### config.mk
export PLATFORM = sky130hd
export DESIGN_NAME = rx_burst_interface
export DESIGN_NICKNAME = d
export VERILOG_FILES = /design/src/rtl/rx_burst_interface.sv
export SDC_FILE = /design/constraint.sdc
export NUM_CORES = 1
export LEC_CHECK = 0
export BUFFER_PORTS_ARGS = -buffer_cell sky130_fd_sc_hd__buf_2
export CAP_MARGIN = 25
export CORE_MARGIN = 2
export CORE_UTILIZATION = 35
export CTS_CLUSTER_DIAMETER = 30
export DETAILED_ROUTE_END_ITERATION = 7
export GPL_ROUTABILITY_DRIVEN = 0
export HOLD_SLACK_MARGIN = 0.12
export PLACE_DENSITY = 0.55
export SLEW_MARGIN = 0
export SYNTH_ARGS = -nofsm -noshare
export SYNTH_HDL_FRONTEND = slang
export SYNTH_SLANG_ARGS = --single-unit
export TNS_END_PERCENT = 1
### constraint.sdc
create_clock -name USER_CLK -period 2.3 [get_ports USER_CLK]
set_input_delay 0.115 -clock USER_CLK [delete_from_list [all_inputs] [get_ports USER_CLK]]
set_output_delay 0.115 -clock USER_CLK [all_outputs]
set_load 0.02 [all_outputs]
### src/rtl/rx_burst_interface.sv
// Purpose : Receive-side burst framer. It splits a descrambled 64b word stream, delimited by
//           burst/idle control words, into packets tagged with SOP/EOP/channel/error.
// Latency : 1 cycle from the deciding input word to DATA_OUT; flow control 1 cycle after its control word.
// Backpress: none. The input is qualified only by DATA_IN_VALID, and at most one word is emitted per cycle.
//
// Ports:
//   USER_CLK, SYSTEM_RESET       - clock and synchronous active-high reset
//   DATA_IN/HEADER_IN/_VALID     - 64b payload, 2b sync header (01 data, 10 control), qualifier
//   DATA_OUT*                    - forwarded word with SOP/EOP/EOP_BYTES/CHANNEL/ERR tags
//   FLOW_CTRL_OUT/_RESET_CAL/_VALID - in-band flow-control field of the latest burst/idle word
//   PROTOCOL_ERR                 - one-cycle pulse per cycle containing any protocol violation
module rx_burst_interface #(
  parameter int unsigned BURST_MAX    = 32,
  parameter int unsigned NUM_CHANNELS = 256
) (
  input  logic        USER_CLK,
  input  logic        SYSTEM_RESET,
  input  logic [63:0] DATA_IN,
  input  logic [1:0]  HEADER_IN,
  input  logic        DATA_IN_VALID,
  output logic [63:0] DATA_OUT,
  output logic        DATA_OUT_VALID,
  output logic        DATA_OUT_SOP,
  output logic        DATA_OUT_EOP,
  output logic [2:0]  DATA_OUT_EOP_BYTES,
  output logic [7:0]  DATA_OUT_CHANNEL,
  output logic        DATA_OUT_ERR,
  output logic [15:0] FLOW_CTRL_OUT,
  output logic        FLOW_CTRL_RESET_CAL,
  output logic        FLOW_CTRL_VALID,
  output logic        PROTOCOL_ERR
);

  // The counter saturates one above BURST_MAX, so the overflow pulse fires only once per burst.
  localparam int unsigned CNT_W = $clog2(BURST_MAX + 2);
  localparam logic [CNT_W-1:0] CNT_MAX = CNT_W'(BURST_MAX);
  localparam logic [CNT_W-1:0] CNT_SAT = CNT_W'(BURST_MAX + 1);

  typedef enum logic {
    ST_IDLE = 1'b0,
    ST_PKT  = 1'b1
  } state_t;

  // Packet-level state
  state_t           state_q, state_d;
  logic             sop_pend_q, sop_pend_d;
  logic [7:0]       pkt_ch_q, pkt_ch_d;
  logic             pkt_bad_q, pkt_bad_d;
  logic [CNT_W-1:0] cnt_q, cnt_d;

  // One-word hold register: a word stays here until the next word tells us whether it was the last
  logic             hold_vld_q, hold_vld_d;
  logic [63:0]      hold_dat_q, hold_dat_d;
  logic             hold_sop_q, hold_sop_d;
  logic [7:0]       hold_ch_q, hold_ch_d;
  logic             hold_err_q, hold_err_d;

  // Registered outputs
  logic [63:0]      out_dat_q, out_dat_d;
  logic             out_vld_q, out_vld_d;
  logic             out_sop_q, out_sop_d;
  logic             out_eop_q, out_eop_d;
  logic [2:0]       out_bytes_q, out_bytes_d;
  logic [7:0]       out_ch_q, out_ch_d;
  logic             out_err_q, out_err_d;
  logic [15:0]      fc_q, fc_d;
  logic             rcal_q, rcal_d;
  logic             fc_vld_q, fc_vld_d;
  logic             perr_q, perr_d;

  // Control-word field decode
  logic       ctl_sop;
  logic [3:0] ctl_fmt;
  logic [7:0] ctl_ch;
  logic       ctl_ch_bad;

  assign ctl_sop    = DATA_IN[61];
  assign ctl_fmt    = DATA_IN[60:57];
  assign ctl_ch     = DATA_IN[39:32];
  assign ctl_ch_bad = ({24'd0, ctl_ch} >= NUM_CHANNELS);

  // Emission request for the held word, resolved below into the output registers
  logic       emit_en;
  logic       emit_eop;
  logic [2:0] emit_bytes;
  logic       emit_err;

  always_comb begin
    state_d     = state_q;
    sop_pend_d  = sop_pend_q;
    pkt_ch_d    = pkt_ch_q;
    pkt_bad_d   = pkt_bad_q;
    cnt_d       = cnt_q;
    hold_vld_d  = hold_vld_q;
    hold_dat_d  = hold_dat_q;
    hold_sop_d  = hold_sop_q;
    hold_ch_d   = hold_ch_q;
    hold_err_d  = hold_err_q;
    fc_d        = fc_q;
    rcal_d      = rcal_q;
    fc_vld_d    = 1'b0;
    perr_d      = 1'b0;
    emit_en     = 1'b0;
    emit_eop    = 1'b0;
    emit_bytes  = 3'd0;
    emit_err    = 1'b0;

    if (DATA_IN_VALID) begin
      unique case (HEADER_IN)
        2'b01: begin
          if (state_q == ST_PKT) begin
            // A new data word proves that the held word was not the last one
            if (hold_vld_q) begin
              emit_en = 1'b1;
            end
            hold_vld_d = 1'b1;
            hold_dat_d = DATA_IN;
            hold_sop_d = sop_pend_q;
            hold_ch_d  = pkt_ch_q;
            hold_err_d = pkt_bad_q;
            sop_pend_d = 1'b0;
            if (cnt_q == CNT_MAX) begin
              perr_d = 1'b1;
            end
            if (cnt_q != CNT_SAT) begin
              cnt_d = cnt_q + 1'b1;
            end
          end else begin
            perr_d = 1'b1;
          end
        end

        2'b10: begin
          // Other control-word types (framing words) pass without any effect
          if (DATA_IN[63:62] == 2'b11) begin
            fc_d     = DATA_IN[55:40];
            rcal_d   = DATA_IN[56];
            fc_vld_d = 1'b1;
            cnt_d    = '0;

            // EOP handling comes first; SOP may then open the next packet in the same word
            if (ctl_fmt != 4'b0000) begin
              if ((state_q == ST_PKT) && hold_vld_q) begin
                emit_en  = 1'b1;
                emit_eop = 1'b1;
                if (ctl_fmt[3]) begin
                  emit_bytes = ctl_fmt[2:0];
                end else begin
                  emit_err = 1'b1;
                  // Only 0001 is a legal error-EOP. Reserved codes also close the packet as errored
                  if (ctl_fmt != 4'b0001) begin
                    perr_d = 1'b1;
                  end
                end
              end else begin
                perr_d = 1'b1;
              end
              state_d    = ST_IDLE;
              hold_vld_d = 1'b0;
              sop_pend_d = 1'b0;
            end else if (hold_vld_q) begin
              // The burst boundary releases the held word. If a new SOP arrives while this packet is
              // still open, this is the abandoned packet's last word, so close it as errored
              emit_en    = 1'b1;
              hold_vld_d = 1'b0;
              if (ctl_sop) begin
                emit_eop = 1'b1;
                emit_err = 1'b1;
              end
            end

            if (ctl_sop) begin
              if (state_d == ST_PKT) begin
                perr_d = 1'b1;
              end
              if (ctl_ch_bad) begin
                perr_d = 1'b1;
              end
              state_d    = ST_PKT;
              sop_pend_d = 1'b1;
              pkt_ch_d   = ctl_ch;
              pkt_bad_d  = ctl_ch_bad;
              hold_vld_d = 1'b0;
            end
          end
        end

        default: begin
          perr_d = 1'b1;
        end
      endcase
    end

    // The output word always comes from the old hold contents. Output fields are zero when no word is emitted
    out_vld_d   = emit_en;
    out_dat_d   = emit_en ? hold_dat_q : 64'd0;
    out_sop_d   = emit_en & hold_sop_q;
    out_eop_d   = emit_en & emit_eop;
    out_bytes_d = emit_en ? emit_bytes : 3'd0;
    out_ch_d    = emit_en ? hold_ch_q : 8'd0;
    out_err_d   = emit_en & (hold_err_q | emit_err);
  end

  always_ff @(posedge USER_CLK) begin
    if (SYSTEM_RESET) begin
      state_q     <= ST_IDLE;
      sop_pend_q  <= 1'b0;
      pkt_ch_q    <= 8'd0;
      pkt_bad_q   <= 1'b0;
      cnt_q       <= '0;
      hold_vld_q  <= 1'b0;
      hold_dat_q  <= 64'd0;
      hold_sop_q  <= 1'b0;
      hold_ch_q   <= 8'd0;
      hold_err_q  <= 1'b0;
      out_dat_q   <= 64'd0;
      out_vld_q   <= 1'b0;
      out_sop_q   <= 1'b0;
      out_eop_q   <= 1'b0;
      out_bytes_q <= 3'd0;
      out_ch_q    <= 8'd0;
      out_err_q   <= 1'b0;
      fc_q        <= 16'd0;
      rcal_q      <= 1'b0;
      fc_vld_q    <= 1'b0;
      perr_q      <= 1'b0;
    end else begin
      state_q     <= state_d;
      sop_pend_q  <= sop_pend_d;
      pkt_ch_q    <= pkt_ch_d;
      pkt_bad_q   <= pkt_bad_d;
      cnt_q       <= cnt_d;
      hold_vld_q  <= hold_vld_d;
      hold_dat_q  <= hold_dat_d;
      hold_sop_q  <= hold_sop_d;
      hold_ch_q   <= hold_ch_d;
      hold_err_q  <= hold_err_d;
      out_dat_q   <= out_dat_d;
      out_vld_q   <= out_vld_d;
      out_sop_q   <= out_sop_d;
      out_eop_q   <= out_eop_d;
      out_bytes_q <= out_bytes_d;
      out_ch_q    <= out_ch_d;
      out_err_q   <= out_err_d;
      fc_q        <= fc_d;
      rcal_q      <= rcal_d;
      fc_vld_q    <= fc_vld_d;
      perr_q      <= perr_d;
    end
  end

  assign DATA_OUT            = out_dat_q;
  assign DATA_OUT_VALID      = out_vld_q;
  assign DATA_OUT_SOP        = out_sop_q;
  assign DATA_OUT_EOP        = out_eop_q;
  assign DATA_OUT_EOP_BYTES  = out_bytes_q;
  assign DATA_OUT_CHANNEL    = out_ch_q;
  assign DATA_OUT_ERR        = out_err_q;
  assign FLOW_CTRL_OUT       = fc_q;
  assign FLOW_CTRL_RESET_CAL = rcal_q;
  assign FLOW_CTRL_VALID     = fc_vld_q;
  assign PROTOCOL_ERR        = perr_q;

endmodule

# ---- Yosys cells after proc, flatten, opt, wreduce, memory -nomap -nowiden
# Index checks and enable logic that the tools add are counted.
dict set report totals {
  in_bits 69
  romBits 0
  n_memories 0
  ramBits 0
  latchBits 0
  register_bits 188
  elab_cells 100
}
dict set report op_classes {
  div 0
  multipliers 0
  n_reduce_logical 13
  order_cmp 0
  n_mux 47
  n_bitwise 10
  n_shift 0
  add_sub_neg 1
  n_eq_ne 10
}
# op n
set ops {}
lappend ops {{$mux 1} 39}
lappend ops {{$mux 6} 3}
lappend ops {{$pmux 6 s2} 1}
lappend ops {{$reduce_and 5->1} 2}
lappend ops {{$pmux 1 s2} 4}
lappend ops {{$reduce_and 4->1} 2}
lappend ops {{$reduce_or 8->1} 1}
lappend ops {{$not 1->1} 7}
lappend ops {{$add 6x1->6 const B} 1}
lappend ops {{$eq 6x6->1 const B} 1}
lappend ops {{$ne 2x2->1 const B} 3}
lappend ops {{$ne 6x6->1 const B} 1}
lappend ops {{$reduce_and 3->1} 2}
lappend ops {{$eq 2x2->1 const B} 2}
lappend ops {{$ne 4x1->1 const B} 1}
lappend ops {{$reduce_bool 4->1} 1}
lappend ops {{$reduce_or 2->1} 2}
lappend ops {{$and 1x1->1} 3}
lappend ops {{$ne 3x3->1 const B} 1}
lappend ops {{$reduce_or 3->1} 1}
lappend ops {{$eq 2x1->1 const B} 1}
lappend ops {{$reduce_bool 2->1} 1}
lappend ops {{$logic_and 1x1->1} 1}

# ---- Longest topological paths before layout
# Gate-level depths: netlist (run 1).
dict set report depth {
  word_depth 9
  mapped_depth 9
}

# ---- Least setup slack after synthesis (run 1)
# OpenSTA, ideal clock, no wires.
dict set report synth_path {
  path_kind {register to register}
  startpoint {reg state_q}
  endpoint {reg out_dat_q[45] (netlist: DATA_OUT[45])}
  slack_ns 0.750
  setup_time_ns 0.059
  synth_period_minus_slack_ns 1.550
  required_ns 2.241
  t_arrival_ns 1.491
  stages_incl_launch_ff 7
  cell_sequence {dfxtp_1 > clkbuf_1 > o21ai_0 > a2111oi_4 > buf_6 > buf_6 > and2_1}
}
dict set report synth_via {
  elab_chain_len 8
  word_cells_on_any_way 9
  cone_classes {mux: 6; bitwise: 1; reduce/logical: 2}
}
# item line
set synth_rtl {}
lappend synth_rtl {{start: declaration} 45} ;# state_t state_q, state_d;
lappend synth_rtl {{start signal: assignment} 228} ;# state_q <= state_d;
lappend synth_rtl {{$logic_and 1x1->1} 143} ;# if ((state_q == ST_PKT) && hold_vld_q) begin
lappend synth_rtl {{$mux 1} 143}
lappend synth_rtl {{$mux 1} 142} ;# if (ctl_fmt != 4'b0000) begin
lappend synth_rtl {{$mux 1} 135} ;# if (DATA_IN[63:62] == 2'b11) begin
lappend synth_rtl {{$pmux 1 s2 (*)} 109} ;# unique case (HEADER_IN)
lappend synth_rtl {{$mux 1 (*)} 108} ;# if (DATA_IN_VALID) begin
lappend synth_rtl {{$not 1->1 (no line) (*)} -}
lappend synth_rtl {{$reduce_or 2->1 (no line) (*)} -}
lappend synth_rtl {{end signal: assignment} 238} ;# out_dat_q <= out_dat_d;
lappend synth_rtl {{end: declaration} 59} ;# logic [63:0] out_dat_q, out_dat_d;
# Mark *: on every way between the ends. The rest lies on a longest branch, timed or not.
# A chain may end at the register's enable or synchronous reset.

# ---- Worst setup path after layout (run 1)
dict set report layout_path {
  startpoint {reg state_q}
  endpoint {reg hold_dat_q[22]}
}
dict set report layout_via {
  elab_chain_len 1
}
# item line
set layout_rtl {}
lappend layout_rtl {{$reduce_and 3->1 (no line)} -}
lappend layout_rtl {{end signal: assignment} 234} ;# hold_dat_q <= hold_dat_d;
lappend layout_rtl {{end: declaration} 53} ;# logic [63:0] hold_dat_q, hold_dat_d;
# Every way passes these cells.

==> results.json, run 1 <==
{
  "final_cell_mix": "nand2_1, dfxtp_1, buf_2, a21oi_1, dlygate4sd3_1",
  "grt-ovfl-total": 0,
  "first_pass_iters": 4,
  "num_vias": 5242,
  "multiInputGateArea_sq_um": 2230,
  "final_common_cell": "nand2_1",
  "crit_path_max_incr_delay_ns": 0.57,
  "relSlewSlack": 0.549,
  "synthMuxAreaShare": 0.00182,
  "synth_top_family_by_area": "simple AND/OR/NAND/NOR gates",
  "path_max_fanout": 50,
  "io_buffers": 166,
  "grt_pass1_vias": 4955,
  "cp.required_ns": 2.62,
  "critPathTopFamily": "buffers and inverters",
  "drc": 0,
  "rrSetupSlack_ns": 0.26,
  "start_util": 0.358,
  "pwr-share-comb": 0.040,
  "holdCritStartpoint": "HEADER_IN[1]",
  "outcome": "finished, final reports clean",
  "internal-power_mw": 5.35,
  "period_share": 0.886,
  "startpoint_type": "register",
  "die_h_um": 137,
  "syn_area_sq_um": 6200,
  "synth_cells": 682,
  "synth_area_per_cell_sq_um": 9.09,
  "synth_xor_area_frac": 0,
  "track_usage": 0.166,
  "grt_pass1_wl_um": 24200,
  "async_flop_share": 0,
  "crit_start": "state_q",
  "sequentialPowerShare": 0.483,
  "drt-wirelength-per-cell_um": 13.1,
  "row_count": 48,
  "swShare": 0.209,
  "die_w_um": 137,
  "cp-end-kind": "register",
  "cts_buffers": 17,
  "antenna_cells": 0,
  "holdCritPathClass": "in -> reg",
  "grt_max_degree": 51,
  "clock-root-buffer": "clkbuf_16",
  "antenna_found_initial": 0,
  "worst_slew_pin_slew_ns": 0.675,
  "worst_slack_ns": 0.263,
  "cap_violations": 0,
  "max_clock_freq_mhz": 491,
  "whs_path_depth": 5,
  "drive_above_1_share": 0.225,
  "io_pins": 167,
  "worstPathArrival_ns": 2.36,
  "cts_tree": "done",
  "die_area_sq_um": 18800,
  "pwr_density_cell_nw_per_um2": 767,
  "cpMaxStageDelayCell": "dlygate4sd3_1",
  "max-vdd-ir-drop_mv": 0.682,
  "synthAdderAreaFrac": 0.0101,
  "critPathBufInv": 2,
  "path_cells": "nand3_4, buf_12, nand2_1, a21oi_1, dlygate4sd3_1",
  "drt_iter0_markers": 193,
  "via_per_inst": 4.51,
  "path_clk_slew_ns": 0.07,
  "postRouteAntennaNets": 0,
  "nets": 998,
  "fill_cells": 1661,
  "areaGrowthSynthToFinish_pct": 42.3,
  "r2r_start": "state_q",
  "synth_edf_count": 0,
  "pre_cts_ws_ns": 0.225,
  "cts_max_level": 4,
  "r2r-end": "hold_dat_q[22]",
  "min_to": "sop_pend_q",
  "synth_cell_type_count": 36,
  "rsz0062_at_grt": "no",
  "yosys.area_share.simple": 0.233,
  "pwr-share-clk": 0.477,
  "fin_setup_tns_ns": 0,
  "p_leak_nw": 3.75,
  "hold_ws_ns": 0.264,
  "finalSetupViolations": 0,
  "dp_hpwl_um": 9460,
  "yosys_warnings": 0,
  "critical_path_class": "reg -> reg",
  "clock_tree.buffer_depth": 2,
  "finClkSkew_ns": 0.00777,
  "seq_area_sq_um": 3760,
  "yosysSeqAreaShare": 0.607,
  "r2r_cells": 5,
  "clk_latency_ns": 0.43,
  "synth_compound_area_frac": 0.112,
  "drv_slew": 0,
  "clock-sinks": 188,
  "finalHoldViolCount": 0,
  "totalWireLength_um": 15300,
  "period_needed_ns": 2.04,
  "ys.flop_type": "dfxtp_1",
  "synth_fp_nets": 756,
  "post_cts_buffers": 0,
  "power_switching_mw": 1.41,
  "core_sq_um": 17300,
  "ys_ff_latch": 188
}
[area by class of cell]
cell class | count | share of cell area
clock buffer | 20 | 0.0495
clock inverter | 12 | 0.0240
inverter | 9 | 0.00383
multi-input combinational | 442 | 0.253
sequential | 188 | 0.427
tap | 225 | 0.0319
timing repair buffer | 266 | 0.211
[stage by stage]
stage	util	cell area (sq um)	cells	power, mW
floorplan	-	6200	682	3.42
global placement	0.419	7250	1038	3.53
detailed placement	0.419	7250	1038	3.53
CTS	0.510	8820	1162	6.84
global route	0.510	8820	1162	7.00
finish	0.510	8820	1162	6.77
[logic make-up (layout without fill, tap and decap cells)]
| family | Yosys count | count (layout) |
|---|---|---|
| AO/OA/AOI/OAI | 125 | 125 |
| adder cells (fa/ha/maj) | 5 | 5 |
| buffers and inverters | 52 | 307 |
| flip-flops | 188 | 188 |
| multiplexers | 1 | 1 |
| AND/OR/NAND/NOR | 311 | 311 |
[per-layer routing]
metal | vias to the layer above | share of wire | GRT usage
met5 | - | 0 | 0
met4 | 0 | 0.0076 | 0.0601
met3 | 12 | 0.084 | 0.0689
met2 | 149 | 0.45 | 0.268
met1 | 2393 | 0.45 | 0.197
li1 | 2688 | - | -
[registers in the layout, summed over array words and instances (netlist names), 3 cells and up]
| name | cells |
|---|---|
| hold_dat_q | 64 |
| pkt_ch_q | 8 |
| DATA_OUT_CHANNEL | 8 |
| DATA_OUT | 64 |
| FLOW_CTRL_OUT | 16 |
| DATA_OUT_EOP_BYTES | 3 |
| hold_ch_q | 8 |
| cnt_q | 6 |
[worst min-delay path, delay by kind of cell]
| kind | cells | cell delay [ns] |
|---|---|---|
| buffers and inverters | 1 | 0.09 |
| adder cells (fa/ha/maj) | 1 | 0.19 |
| AO/OA/AOI/OAI | 2 | 0.17 |
| AND/OR/NAND/NOR | 1 | 0.08 |
[worst max path at each step]
| stage | slack [ns] | to | depth (start not counted) |
|---|---|---|---|
| global route | 0.09 | hold_dat_q[0] | 5 |
| global placement | 0.27 | DATA_OUT_ERR | 8 |
| CTS | 0.15 | hold_dat_q[27] | 5 |
| finish | 0.26 | hold_dat_q[22] | 5 |
| detailed placement | 0.22 | DATA_OUT_EOP_BYTES[1] | 8 |
| floorplan | 0.75 | DATA_OUT[45] | 6 |
[synth_stat cells (2+ instances only)]
cell	n	area [sq um]
and2_1	75	469
nand3_1	5	25.0
nor3_1	2	10.0
nand2_1	202	758
nor2_1	6	22.5
clkbuf_1	30	113
buf_6	2	22.5
and4_1	3	26.3
dfxtp_1	188	3760
buf_2	4	20.0
a32o_1	2	20.0
a21oi_1	105	526
clkbuf_2	5	25.0
inv_1	9	33.8
a31oi_1	2	12.5
nand4_1	4	25.0
and3_1	8	50.1
o21ai_0	6	30.0
ha_1	5	62.6
buf_1	2	7.51
a31o_2	2	17.5
[power by group through the flow]
stage          registers, mW  clock network, mW  logic (mW)
6_report                3.27               3.23       0.270
4_1_cts                 3.27               3.30       0.269
3_3_place_gp            3.34                  0       0.184
2_1_floorplan           3.35                  0      0.0725
3_5_place_dp            3.34                  0       0.183
5_1_grt                 3.27               3.44       0.294
[timing repair]
action                                 in CTS  in global routing
endpoints found under the hold margin      95                  0
setup endpoints to repair                   0                 13
hold buffers                               92                  0
gates resized for setup                     0                  1
Note: power is estimated with default switching activity, not from simulation.
==> inputs of run 2 (changes only) <==
--- a/config.mk
+++ b/config.mk
@@ -15,5 +15,5 @@
 export HOLD_SLACK_MARGIN = 0.12
 export PLACE_DENSITY = 0.55
-export SLEW_MARGIN = 0
+export SLEW_MARGIN = 20
 export SYNTH_ARGS = -nofsm -noshare
 export SYNTH_HDL_FRONTEND = slang
==> constraint.sdc (replaced) <==
create_clock -name USER_CLK -period 2.3 [get_ports USER_CLK]
set_input_delay 0.23 -clock USER_CLK [delete_from_list [all_inputs] [get_ports USER_CLK]]
set_output_delay 0.23 -clock USER_CLK [all_outputs]
set_load 0.02 [all_outputs]
==> results.json, run 2 (synthesis results as in run 1) <==
{
  "outcome": "finished, final reports clean",
  "period_share": 0.888,
  "crit_start": "DATA_IN[57]",
  "clk_latency_ns": 0.42,
  "worstPathArrival_ns": 2.41,
  "via_per_inst": 4.51,
  "grt_pass1_wl_um": 24400,
  "clock-sinks": 188,
  "max_clock_freq_mhz": 490,
  "worst_slew_pin_slew_ns": 0.520,
  "r2r_start": "state_q",
  "cts_max_level": 4,
  "totalWireLength_um": 15200,
  "finalSetupViolations": 0,
  "drt-wirelength-per-cell_um": 13.4,
  "track_usage": 0.166,
  "die_w_um": 137,
  "nets": 973,
  "holdCritPathClass": "in -> reg",
  "drv_slew": 0,
  "grt_pass1_vias": 4941,
  "grt_max_degree": 51,
  "period_needed_ns": 2.04,
  "die_area_sq_um": 18800,
  "cts_tree": "done",
  "final_cell_mix": "nand2_1, dfxtp_1, buf_2, a21oi_1, and2_1",
  "holdCritStartpoint": "DATA_IN_VALID",
  "clock_tree.buffer_depth": 2,
  "antenna_found_initial": 0,
  "io_pins": 167,
  "relSlewSlack": 0.653,
  "cts_buffers": 17,
  "path_max_fanout": 29,
  "areaGrowthSynthToFinish_pct": 37.2,
  "die_h_um": 137,
  "drive_above_1_share": 0.237,
  "r2r_cells": 4,
  "max-vdd-ir-drop_mv": 0.523,
  "core_sq_um": 17300,
  "fill_cells": 1659,
  "path_clk_slew_ns": 0.07,
  "num_vias": 5133,
  "fin_setup_tns_ns": 0,
  "drc": 0,
  "finClkSkew_ns": 0.00621,
  "pwr_density_cell_nw_per_um2": 773,
  "critical_path_class": "in -> reg",
  "clock-root-buffer": "clkbuf_16",
  "p_total_mw": 6.57,
  "dp_hpwl_um": 9570,
  "postRouteAntennaNets": 0,
  "startpoint_type": "primary input",
  "p_leak_nw": 3.56,
  "finalHoldViolCount": 0,
  "drt_iter0_markers": 177,
  "cp.required_ns": 2.66,
  "cp-end-kind": "register",
  "start_util": 0.358,
  "first_pass_iters": 4,
  "grt-ovfl-total": 0,
  "rsz0062_at_grt": "no",
  "io_buffers": 166,
  "final_common_cell": "nand2_1",
  "antenna_cells": 0,
  "row_count": 48,
  "whs_path_depth": 3,
  "cap_violations": 0
}
-- run 2: cell types whose count changed in the layout (fill, tap and decap cells not counted), sizes merged --
| cell | before | now |
|---|---|---|
| bufinv | 5 | 3 |
| clkinv | 2 | 4 |
| buf | 174 | 177 |
| inv | 12 | 14 |
| clkbuf | 20 | 18 |
| dlygate4sd3 | 92 | 64 |
-- run 2: where the power goes --
part	total [mW]	leakage [nW]	switching (mW)	internal, mW
registers	3.27	1.51	0.00579	3.26
logic	0.269	1.75	0.128	0.140
clock network	3.03	0.295	1.29	1.74
total	6.57	3.56	1.42	5.14
-- run 2: path summary, 6_finish.rpt --
kind / end / slack, ns
worst max register to register: DATA_OUT_EOP_BYTES[0] / 0.56
worst max-delay path: DATA_OUT_EOP_BYTES[0] / 0.26
worst min register to register: hold_dat_q[17] / 0.45
worst min-delay path: hold_vld_q / 0.18
-- run 2: cell type report --
cell class	instances	area (sq um)	area share
sequential	188	3760	0.443
multi-input combinational	442	2230	0.262
timing repair buffer	241	1580	0.186
clock buffer	18	429	0.0505
tap	225	282	0.0331
clock inverter	14	185	0.0218
inverter	9	33.8	0.00397
-- run 2: per-stage QoR --
step	std cells	utilization	setup slack (ns)	hold slack, ns	cell area (sq um)
after floorplan	682	-	0.666	0.366	6200
after global placement	1041	0.419	0.370	0.434	7250
after detailed placement	1041	0.419	0.327	0.439	7250
after CTS	1137	0.492	0.255	0.155	8500
after global routing	1137	0.492	0.180	0.170	8500
final	1137	0.492	0.258	0.182	8500
-- run 2: what timing repair did --
action,in CTS,in global routing
hold buffers,64,0
gates resized for setup,0,0
endpoints found under the hold margin,91,0
buffers inserted,0,0
-- run 2: layer usage --
layer  wire length, um  global-route usage  vias to the layer above
met3              1310              0.0685                        9
met5                 0                   0                        -
met4               137              0.0487                        0
met1              7160               0.208                     2343
met2              6580               0.263                      139
li1                  -                   -                     2642
-- run 2: worst max-delay path, stage by stage --
cell and delay, ns:
dlygate4sd3_1 0.53, buf_2 0.16, nor4_4 0.36, nand2_1 0.14
a2111oi_4 0.44, buf_4 0.34, and3_1 0.20
